## src/rtl/eth_frame_loop_report.sv

```systemverilog
// Loop-path report stage: forwards compare-stage bytes with one cycle of latency, and at every
// end of frame produces a held match report plus saturating per-script statistics.
module eth_frame_loop_report #(
    parameter int C_NUM_SCRIPTS = 4
) (
    input  logic                          clk,
    input  logic                          rst,
    input  logic                          clear_counters,
    input  logic [7:0]                    s_axis_tdata,
    input  logic [17*C_NUM_SCRIPTS:0]     s_axis_tuser,
    input  logic                          s_axis_tlast,
    input  logic                          s_axis_tvalid,
    output logic [7:0]                    m_axis_tdata,
    output logic [16*C_NUM_SCRIPTS-1:0]   m_axis_tuser,
    output logic                          m_axis_tlast,
    output logic                          m_axis_tvalid,
    output logic                          report_valid,
    input  logic                          report_ready,
    output logic [C_NUM_SCRIPTS-1:0]      report_match,
    output logic                          report_fcs_invalid,
    output logic [15:0]                   report_length,
    output logic [32*C_NUM_SCRIPTS-1:0]   match_count,
    output logic [31:0]                   frame_count,
    output logic [31:0]                   drop_count
);
    localparam int N = C_NUM_SCRIPTS;
    localparam logic [0:0] S_EMPTY = 1'b0;
    localparam logic [0:0] S_FULL  = 1'b1;

    logic [7:0]        tdata_q;
    logic [16*N-1:0]   tuser_q, tuser_d;
    logic              tlast_q, tvalid_q;
    logic [15:0]       len_q, len_d, frame_len;
    logic [0:0]        state_q, state_d;
    logic [N-1:0]      rpt_match_q, frame_match;
    logic              rpt_fcs_q;
    logic [15:0]       rpt_len_q;
    logic [32*N-1:0]   match_cnt_q, match_cnt_d;
    logic [31:0]       frame_cnt_q, frame_cnt_d, drop_cnt_q, drop_cnt_d;
    logic              eof, rpt_load, rpt_drop;

    function automatic logic [31:0] sat_inc(input logic [31:0] v);
        return (v == 32'hFFFF_FFFF) ? v : v + 32'd1;
    endfunction

    assign eof       = s_axis_tvalid & s_axis_tlast;
    assign rpt_load  = eof & ((state_q == S_EMPTY) | report_ready);
    assign rpt_drop  = eof & (state_q == S_FULL) & ~report_ready;
    assign frame_len = (len_q == 16'hFFFF) ? 16'hFFFF : len_q + 16'd1;

    // A bad FCS masks every script's match for the frame.
    always_comb begin
        frame_match = '0;
        tuser_d     = '0;
        for (int i = 0; i < N; i++) begin
            frame_match[i]      = s_axis_tuser[17*i+1] & ~s_axis_tuser[0];
            tuser_d[16*i +: 16] = s_axis_tuser[17*i+2 +: 16];
        end
    end

    always_comb begin
        len_d = len_q;
        if (s_axis_tvalid) begin
            if (s_axis_tlast)
                len_d = '0;
            else if (len_q != 16'hFFFF)
                len_d = len_q + 16'd1;
        end
    end

    always_comb begin
        state_d = state_q;
        if (rpt_load)
            state_d = S_FULL;
        else if ((state_q == S_FULL) && report_ready)
            state_d = S_EMPTY;
    end

    // Counters count at EOF regardless of the handshake; a clear overrides a same-cycle increment.
    always_comb begin
        match_cnt_d = match_cnt_q;
        frame_cnt_d = frame_cnt_q;
        drop_cnt_d  = drop_cnt_q;
        if (eof) begin
            frame_cnt_d = sat_inc(frame_cnt_q);
            for (int i = 0; i < N; i++)
                if (frame_match[i])
                    match_cnt_d[32*i +: 32] = sat_inc(match_cnt_q[32*i +: 32]);
        end
        if (rpt_drop)
            drop_cnt_d = sat_inc(drop_cnt_q);
        if (clear_counters) begin
            match_cnt_d = '0;
            frame_cnt_d = '0;
            drop_cnt_d  = '0;
        end
    end

    // NOTE: all state updates are non-blocking so every register samples pre-edge values.
    always_ff @(posedge clk) begin
        if (rst) begin
            tdata_q     <= '0;
            tuser_q     <= '0;
            tlast_q     <= 1'b0;
            tvalid_q    <= 1'b0;
            len_q       <= '0;
            state_q     <= S_EMPTY;
            rpt_match_q <= '0;
            rpt_fcs_q   <= 1'b0;
            rpt_len_q   <= '0;
            match_cnt_q <= '0;
            frame_cnt_q <= '0;
            drop_cnt_q  <= '0;
        end else begin
            tdata_q     <= s_axis_tdata;
            tuser_q     <= tuser_d;
            tlast_q     <= s_axis_tlast;
            tvalid_q    <= s_axis_tvalid;
            len_q       <= len_d;
            state_q     <= state_d;
            match_cnt_q <= match_cnt_d;
            frame_cnt_q <= frame_cnt_d;
            drop_cnt_q  <= drop_cnt_d;
            if (rpt_load) begin
                rpt_match_q <= frame_match;
                rpt_fcs_q   <= s_axis_tuser[0];
                rpt_len_q   <= frame_len;
            end
        end
    end

    assign m_axis_tdata       = tdata_q;
    assign m_axis_tuser       = tuser_q;
    assign m_axis_tlast       = tlast_q;
    assign m_axis_tvalid      = tvalid_q;
    assign report_valid       = (state_q == S_FULL);
    assign report_match       = rpt_match_q;
    assign report_fcs_invalid = rpt_fcs_q;
    assign report_length      = rpt_len_q;
    assign match_count        = match_cnt_q;
    assign frame_count        = frame_cnt_q;
    assign drop_count         = drop_cnt_q;
endmodule

```

## config.mk

```make
export PLATFORM = sky130hd
export DESIGN_NAME = eth_frame_loop_report
export DESIGN_NICKNAME = d
export VERILOG_FILES = /design/src/rtl/eth_frame_loop_report.sv
export SDC_FILE = /design/constraint.sdc
export NUM_CORES = 1
export LEC_CHECK = 0
export ABC_AREA = 1
export CORE_AREA = 4 4 175 177
export CTS_BUF_LIST = sky130_fd_sc_hd__clkbuf_16
export CTS_CLUSTER_SIZE = 20
export DETAILED_ROUTE_END_ITERATION = 8
export DIE_AREA = 0 0 179 181
export PLACE_DENSITY = 0.89
export RECOVER_POWER = 25
export SYNTH_ARGS = -nofsm -noshare
export SYNTH_HDL_FRONTEND = slang
export SYNTH_SLANG_ARGS = --single-unit
```

## constraint.sdc

```tcl
create_clock -name clk -period 4.69 [get_ports clk]
set_input_delay 0.938 -clock clk [delete_from_list [all_inputs] [get_ports clk]]
set_output_delay 0.938 -clock clk [all_outputs]
set_load 0.01 [all_outputs]
```

==> results.cfg, run 1 <==
[run_status]
status = finished with violations
violations = capacitance limit, slew limit

[floorplanning]
pin_count = 371
start_util_pct = 52.8
die_w_um = 179
die_h_um = 181
core_area_um2 = 29200
rows = 63
dieArea_um2 = 32400

[routing]
dr.pass1.iters = 6
via_per_inst = 5.35
drc = 0
vias = 17300
drt_iter0_drc = 1560
wl_per_cell_um = 16.0
antenna_left = 0
routed_wl_um = 52000

[place]
post-place-cells = 3174
placed_cell_area_um2 = 19400
dp.final_hpwl_um = 37400
dpl_worst_slack_ps = 1010
io_buffers = 370
gp_congestion = 0.978

[cts]
cts.repair.resized = 0
clk_path_buf_depth = 3
clk_pin_slew_ps = 70
cts.sinks = 304
clock_latency_ps = 520
cts_tree = done
root_buffer = clkbuf_16
cts_buffers = 34
ctsHoldBuffers = 0
cts_setup_buffers = 0
cts_max_level = 2

[min_path]
hp-class = reg2reg

[global_routing]
grtUsageTotal_pct = 31.0
antenna_found_initial = 5
grt_pass1_vias = 16600
met2_usage_pct = 52.5
grt_most_used_layer = met2
grt_pass1_wl_um = 82900
grt.met3_usage_pct = 10.0
overflow = 0
grt_max_degree = 105
use_met1_pct = 36.8

[sta]
setup_viol = 0
slew_viol_final = 94
tightestPinTransition_ps = 1830
clock_skew_ps = 32.7
worst_slack_ps = 1330
rsz0062_at_grt = no
fmax_mhz = 298
finalHoldViolations = 0
tns_ps = 0
timing.hold.ws_ps = 500
fin_crit_ps = 3360
finalCritPeriodShare_pct = 71.6
max-slew-margin-rel_pct = -21.8

[setup_path]
end_kind = flop
cp_slowest_stage_delay_ps = 1390
crit_top_cell = inv_1
start_kind = input pin
path_delay_family = buffers and inverters
crit_arrival_ps = 3770
crit_path_max_fanout = 93
worstSetupPathType = in2reg
cp_data_required_time_ps = 5100
cp_slowest_cell = clkbuf_2
crit_path_cell_trace = clkbuf_1, clkbuf_2, inv_1, o211ai_1, inv_1
cp_num_buf_inv = 4

[yosys]
yosys-top-cells-count = nor2_1, nand2_1, inv_1, dfxtp_1, nand3_1
yosys-top-cells-area = dfxtp_1, nor2_1, nand2_1, inv_1, nand3_1
synth_edf_count = 0
yosysTopAreaCell = dfxtp_1
syn_area_um2 = 15400
yosys.cell_count.top_type = nor2_1
synth_nets = 2567
syn_area_per_cell_um2 = 6.23
ys.warnings.count = 0
synth_seq_cells = 304
seq_area_frac_synth_pct = 39.4
yosys.area.top_type_share_pct = 39.4
synthDistinctLibCells = 34
synthCells = 2477
synthArstFlopShare_pct = 0
yosys_most_used_dff = dfxtp_1

[power]
ir_worst_vdd_v = 0.000294
cellPowerDensity_nw_per_um2 = 289
cellLeakagePower_nw = 7.74

[layout]
layout.nets = 2910
instances_no_fill = 3240
fin_area_um2 = 20600
drive_gt1_share_pct = 3.30
area_growth_pct = 33.4

[flow_run]
maxCapViolCount = 1
-- flip-flops by register name, indices dropped and copies added, names as in the netlist --
signal	flops
report_valid	1
report_match	4
m_axis_tlast	1
report_length	16
drop_count	32
m_axis_tvalid	1
match_count	128
m_axis_tdata	8
m_axis_tuser	64
len_q	16
frame_count	32
report_fcs_invalid	1
-- cell type report --
| type | instances | area [µm²] |
|---|---|---|
| fill | 2370 | 8650 |
| multi-input combinational | 1778 | 7830 |
| sequential | 304 | 6090 |
| timing repair buffer | 379 | 3770 |
| inverter | 323 | 1210 |
| clock buffer | 34 | 851 |
| tap | 390 | 488 |
| clock inverter | 27 | 345 |
| antenna | 5 | 12.5 |
-- final timing paths --
path / to / slack [ps] / depth (start not counted) / start
setup / recovery: report_length[2] / 1330 / 5 / rst
hold / removal: len_q[1] / 500 / 2 / len_q[1]
setup reg to reg: drop_count[0] / 1950 / 10 / drop_count[0]
hold reg to reg: len_q[1] / 500 / 2 / len_q[1]
-- routing by layer --
layer,up-vias,wire [µm]
li1,8434,-
met3,133,5710
met5,-,0
met1,7958,19800
met2,822,24800
met4,0,1710
-- logic make-up after synthesis --
logic type / synth area share (%)
compound gates: 8.62
xor+xnor: 0.965
fa+ha+maj: 0.567
buf+inv: 10.0
flops: 39.4
simple gates: 40.4
-- through the flow --
stage	utilization, %	power, mW
2_1_floorplan	-	2.90
3_3_place_gp	66.3	3.11
3_5_place_dp	66.3	3.12
4_1_cts	70.4	5.99
5_1_grt	70.4	6.13
6_report	70.4	5.96
-- cell usage in the layout, fill, tap and decap left out, types with 5 or more instances in the layout --
cell type / instances
bufinv_16: 8
nor3_1: 18
o21ai_0: 46
diode_2: 5
buf_4: 7
a21oi_1: 137
inv_1: 328
xor2_1: 12
dlygate4sd3_1: 64
nand2_1: 584
nor2_2: 12
ha_1: 7
nor3b_1: 6
o21bai_1: 46
nor2_1: 602
nand3_1: 233
xnor2_1: 5
nand4_1: 35
dfxtp_1: 304
clkinv_2: 6
clkbuf_16: 34
clkdlybuf4s50_1: 305
-- report_power, final --
part / switching [mW] / internal, mW
Combinational: 0.228 / 0.180
Clock: 1.12 / 1.77
Sequential: 0.0222 / 2.63
-- worst register-to-register path, delay by kind of cell (launching register included) --
| family | cells | cell delay, ps |
|---|---|---|
| buffers and inverters | 2 | 180 |
| flip-flops | 1 | 470 |
| AND/OR/NAND/NOR | 7 | 1690 |
| adder cells (fa/ha/maj) | 1 | 280 |
No activity file was read; power rests on OpenSTA's default activity.
==> inputs of run 2 (changes only) <==
CORE_AREA = 4 4 181 183   (was 4 4 175 177)
DIE_AREA = 0 0 185 187   (was 0 0 179 181)
PLACE_DENSITY = 0.84   (was 0.89)
clock period = 3.19 ns   (was 4.69 ns; I/O delays follow)
==> run 2 against run 1 <==
  * The flow still finishes with violations (capacitance limit, slew limit)
  * Wire length shrank 4.2%
  * Clock-buffer cell count grew 1
  * Global-route usage decreased by 3.5 points
  * Register-to-register slack worse by 1100 ps
==> results.cfg, run 2 (synthesis results as in run 1) <==
[sta]
slew_viol_final = 49
clock_skew_ps = 12.5
max-slew-margin-rel_pct = -38.5
finalHoldViolations = 0
tightestPinTransition_ps = 2080
fin_crit_ps = 2620
tns_ps = 0
rsz0062_at_grt = no
timing.hold.ws_ps = 480
finalCritPeriodShare_pct = 82.2
worst_slack_ps = 568
setup_viol = 0
fmax_mhz = 381

[setup_path]
reg2reg_from = frame_count[0]
r2r-end = frame_count[2]
crit_path_max_fanout = 30
end_kind = flop
r2r_slack_ps = 820
crit_arrival_ps = 3080
cp_data_required_time_ps = 3650
worstSetupPathType = in2reg
rr_worst_depth = 8
start_kind = input pin

[place]
placed_cell_area_um2 = 19500
dpl_worst_slack_ps = 386
post-place-cells = 3197
io_buffers = 370
gp_congestion = 0.954
dp.final_hpwl_um = 37000

[floorplanning]
start_util_pct = 49.4
core_area_um2 = 31200
die_h_um = 187
rows = 65
pin_count = 371
dieArea_um2 = 34600
die_w_um = 185

[power]
cellPowerDensity_nw_per_um2 = 415
cellLeakagePower_nw = 7.70
seqPwrFrac_pct = 45.6
p_sw_mw = 1.99
combPwrFrac_pct = 7.1
clkPwrFrac_pct = 47.4
intPower_mw = 6.57
power_mw = 8.56
ir_worst_vdd_v = 0.000463
p_sw_share_pct = 23.2

[layout]
drive_gt1_share_pct = 3.39
instances_no_fill = 3263
fin_area_um2 = 20700
final_cell_mix = nor2_1, nand2_1, clkdlybuf4s50_1
layout.nets = 2922
largest_register_ffs = 128
area_growth_pct = 33.8
final_common_cell = nor2_1
utilization_pct = 66.1

[min_path]
hp-class = reg2reg
min_from = report_match[2]
hold_end = report_match[2]
hold_depth = 2

[cts]
cts_buffers = 35
clk_pin_slew_ps = 60
cts_setup_buffers = 0
cts.sinks = 304
cts_max_level = 2
cts_tree = done
root_buffer = clkbuf_16
cts.repair.resized = 0
clk_path_buf_depth = 3
clock_latency_ps = 520
ctsHoldBuffers = 0

[routing]
wl_per_cell_um = 15.3
vias = 17000
via_per_inst = 5.20
drc = 0
drt_iter0_drc = 1495
routed_wl_um = 49800
antenna_left = 0
dr.pass1.iters = 6

[global_routing]
grt_max_degree = 117
grt_pass1_vias = 15800
antenna_found_initial = 2
grt_pass1_wl_um = 79700
overflow = 0
grtUsageTotal_pct = 27.5

[run_status]
status = finished with violations
violations = capacitance limit, slew limit

[flow_run]
maxCapViolCount = 1
-- run 2: cell count changes in the layout (fill, tap and decap cells not counted), moves of 3 or more --
cell	before	now
bufinv_16	8	5
clkdlybuf4s50_1	305	339
buf_12	1	4
nor2_1	602	605
dlygate4sd3_1	64	30
buf_4	7	11
clkbuf_1	1	6
diode_2	5	2
-- run 2: layout make-up --
class                           count  area [µm²]
Tap cell                          402         503
Sequential cell                   304        6090
Fill cell                        2706       10600
Antenna cell                        2        5.00
Multi-Input combinational cell   1778        7810
Clock inverter                     29         282
Timing Repair Buffer              390        3880
Clock buffer                       35         876
Inverter                          323        1210
-- run 2: critical path, cell delays in order --
cell	delay [ps]
dlygate4sd3_1	660
nand2_1	150
buf_12	210
nor2_2	140
clkbuf_1	810
nor2_1	140
nor2_1	140
o21ai_0	90
inv_1	60
-- run 2: layer usage --
metal / track usage [%] / vias up / routed length [µm] / share of wire, %
met5: 0 / - / 0 / 0
met4: 7.03 / 0 / 1070 / 2.2
met3: 9.28 / 82 / 5620 / 11
met2: 45.6 / 780 / 23300 / 47
met1: 34.3 / 7652 / 19800 / 40
li1: - / 8451 / - / -
-- run 2: how the worst max path moves through the flow --
stage                         start                to  slack [ps]
global placement      s_axis_tvalid   match_count[90]         480
floorplan            match_count[1]   match_count[21]        1410
global route          s_axis_tvalid  report_length[4]         390
CTS                 match_count[65]   match_count[67]         860
detailed placement    s_axis_tvalid    drop_count[22]         390
finish                s_axis_tvalid  report_length[4]         570
-- run 2: power groups by stage --
| stage | Sequential [mW] | Combinational (mW) | Clock (mW) |
|---|---|---|---|
| final | 3.90 | 0.606 | 4.06 |
| after CTS | 3.90 | 0.618 | 4.13 |
| after floorplan | 4.02 | 0.245 | 0 |
| after global routing | 3.91 | 0.666 | 4.30 |
| after detailed placement | 3.98 | 0.610 | 0 |
| after global placement | 3.98 | 0.601 | 0 |
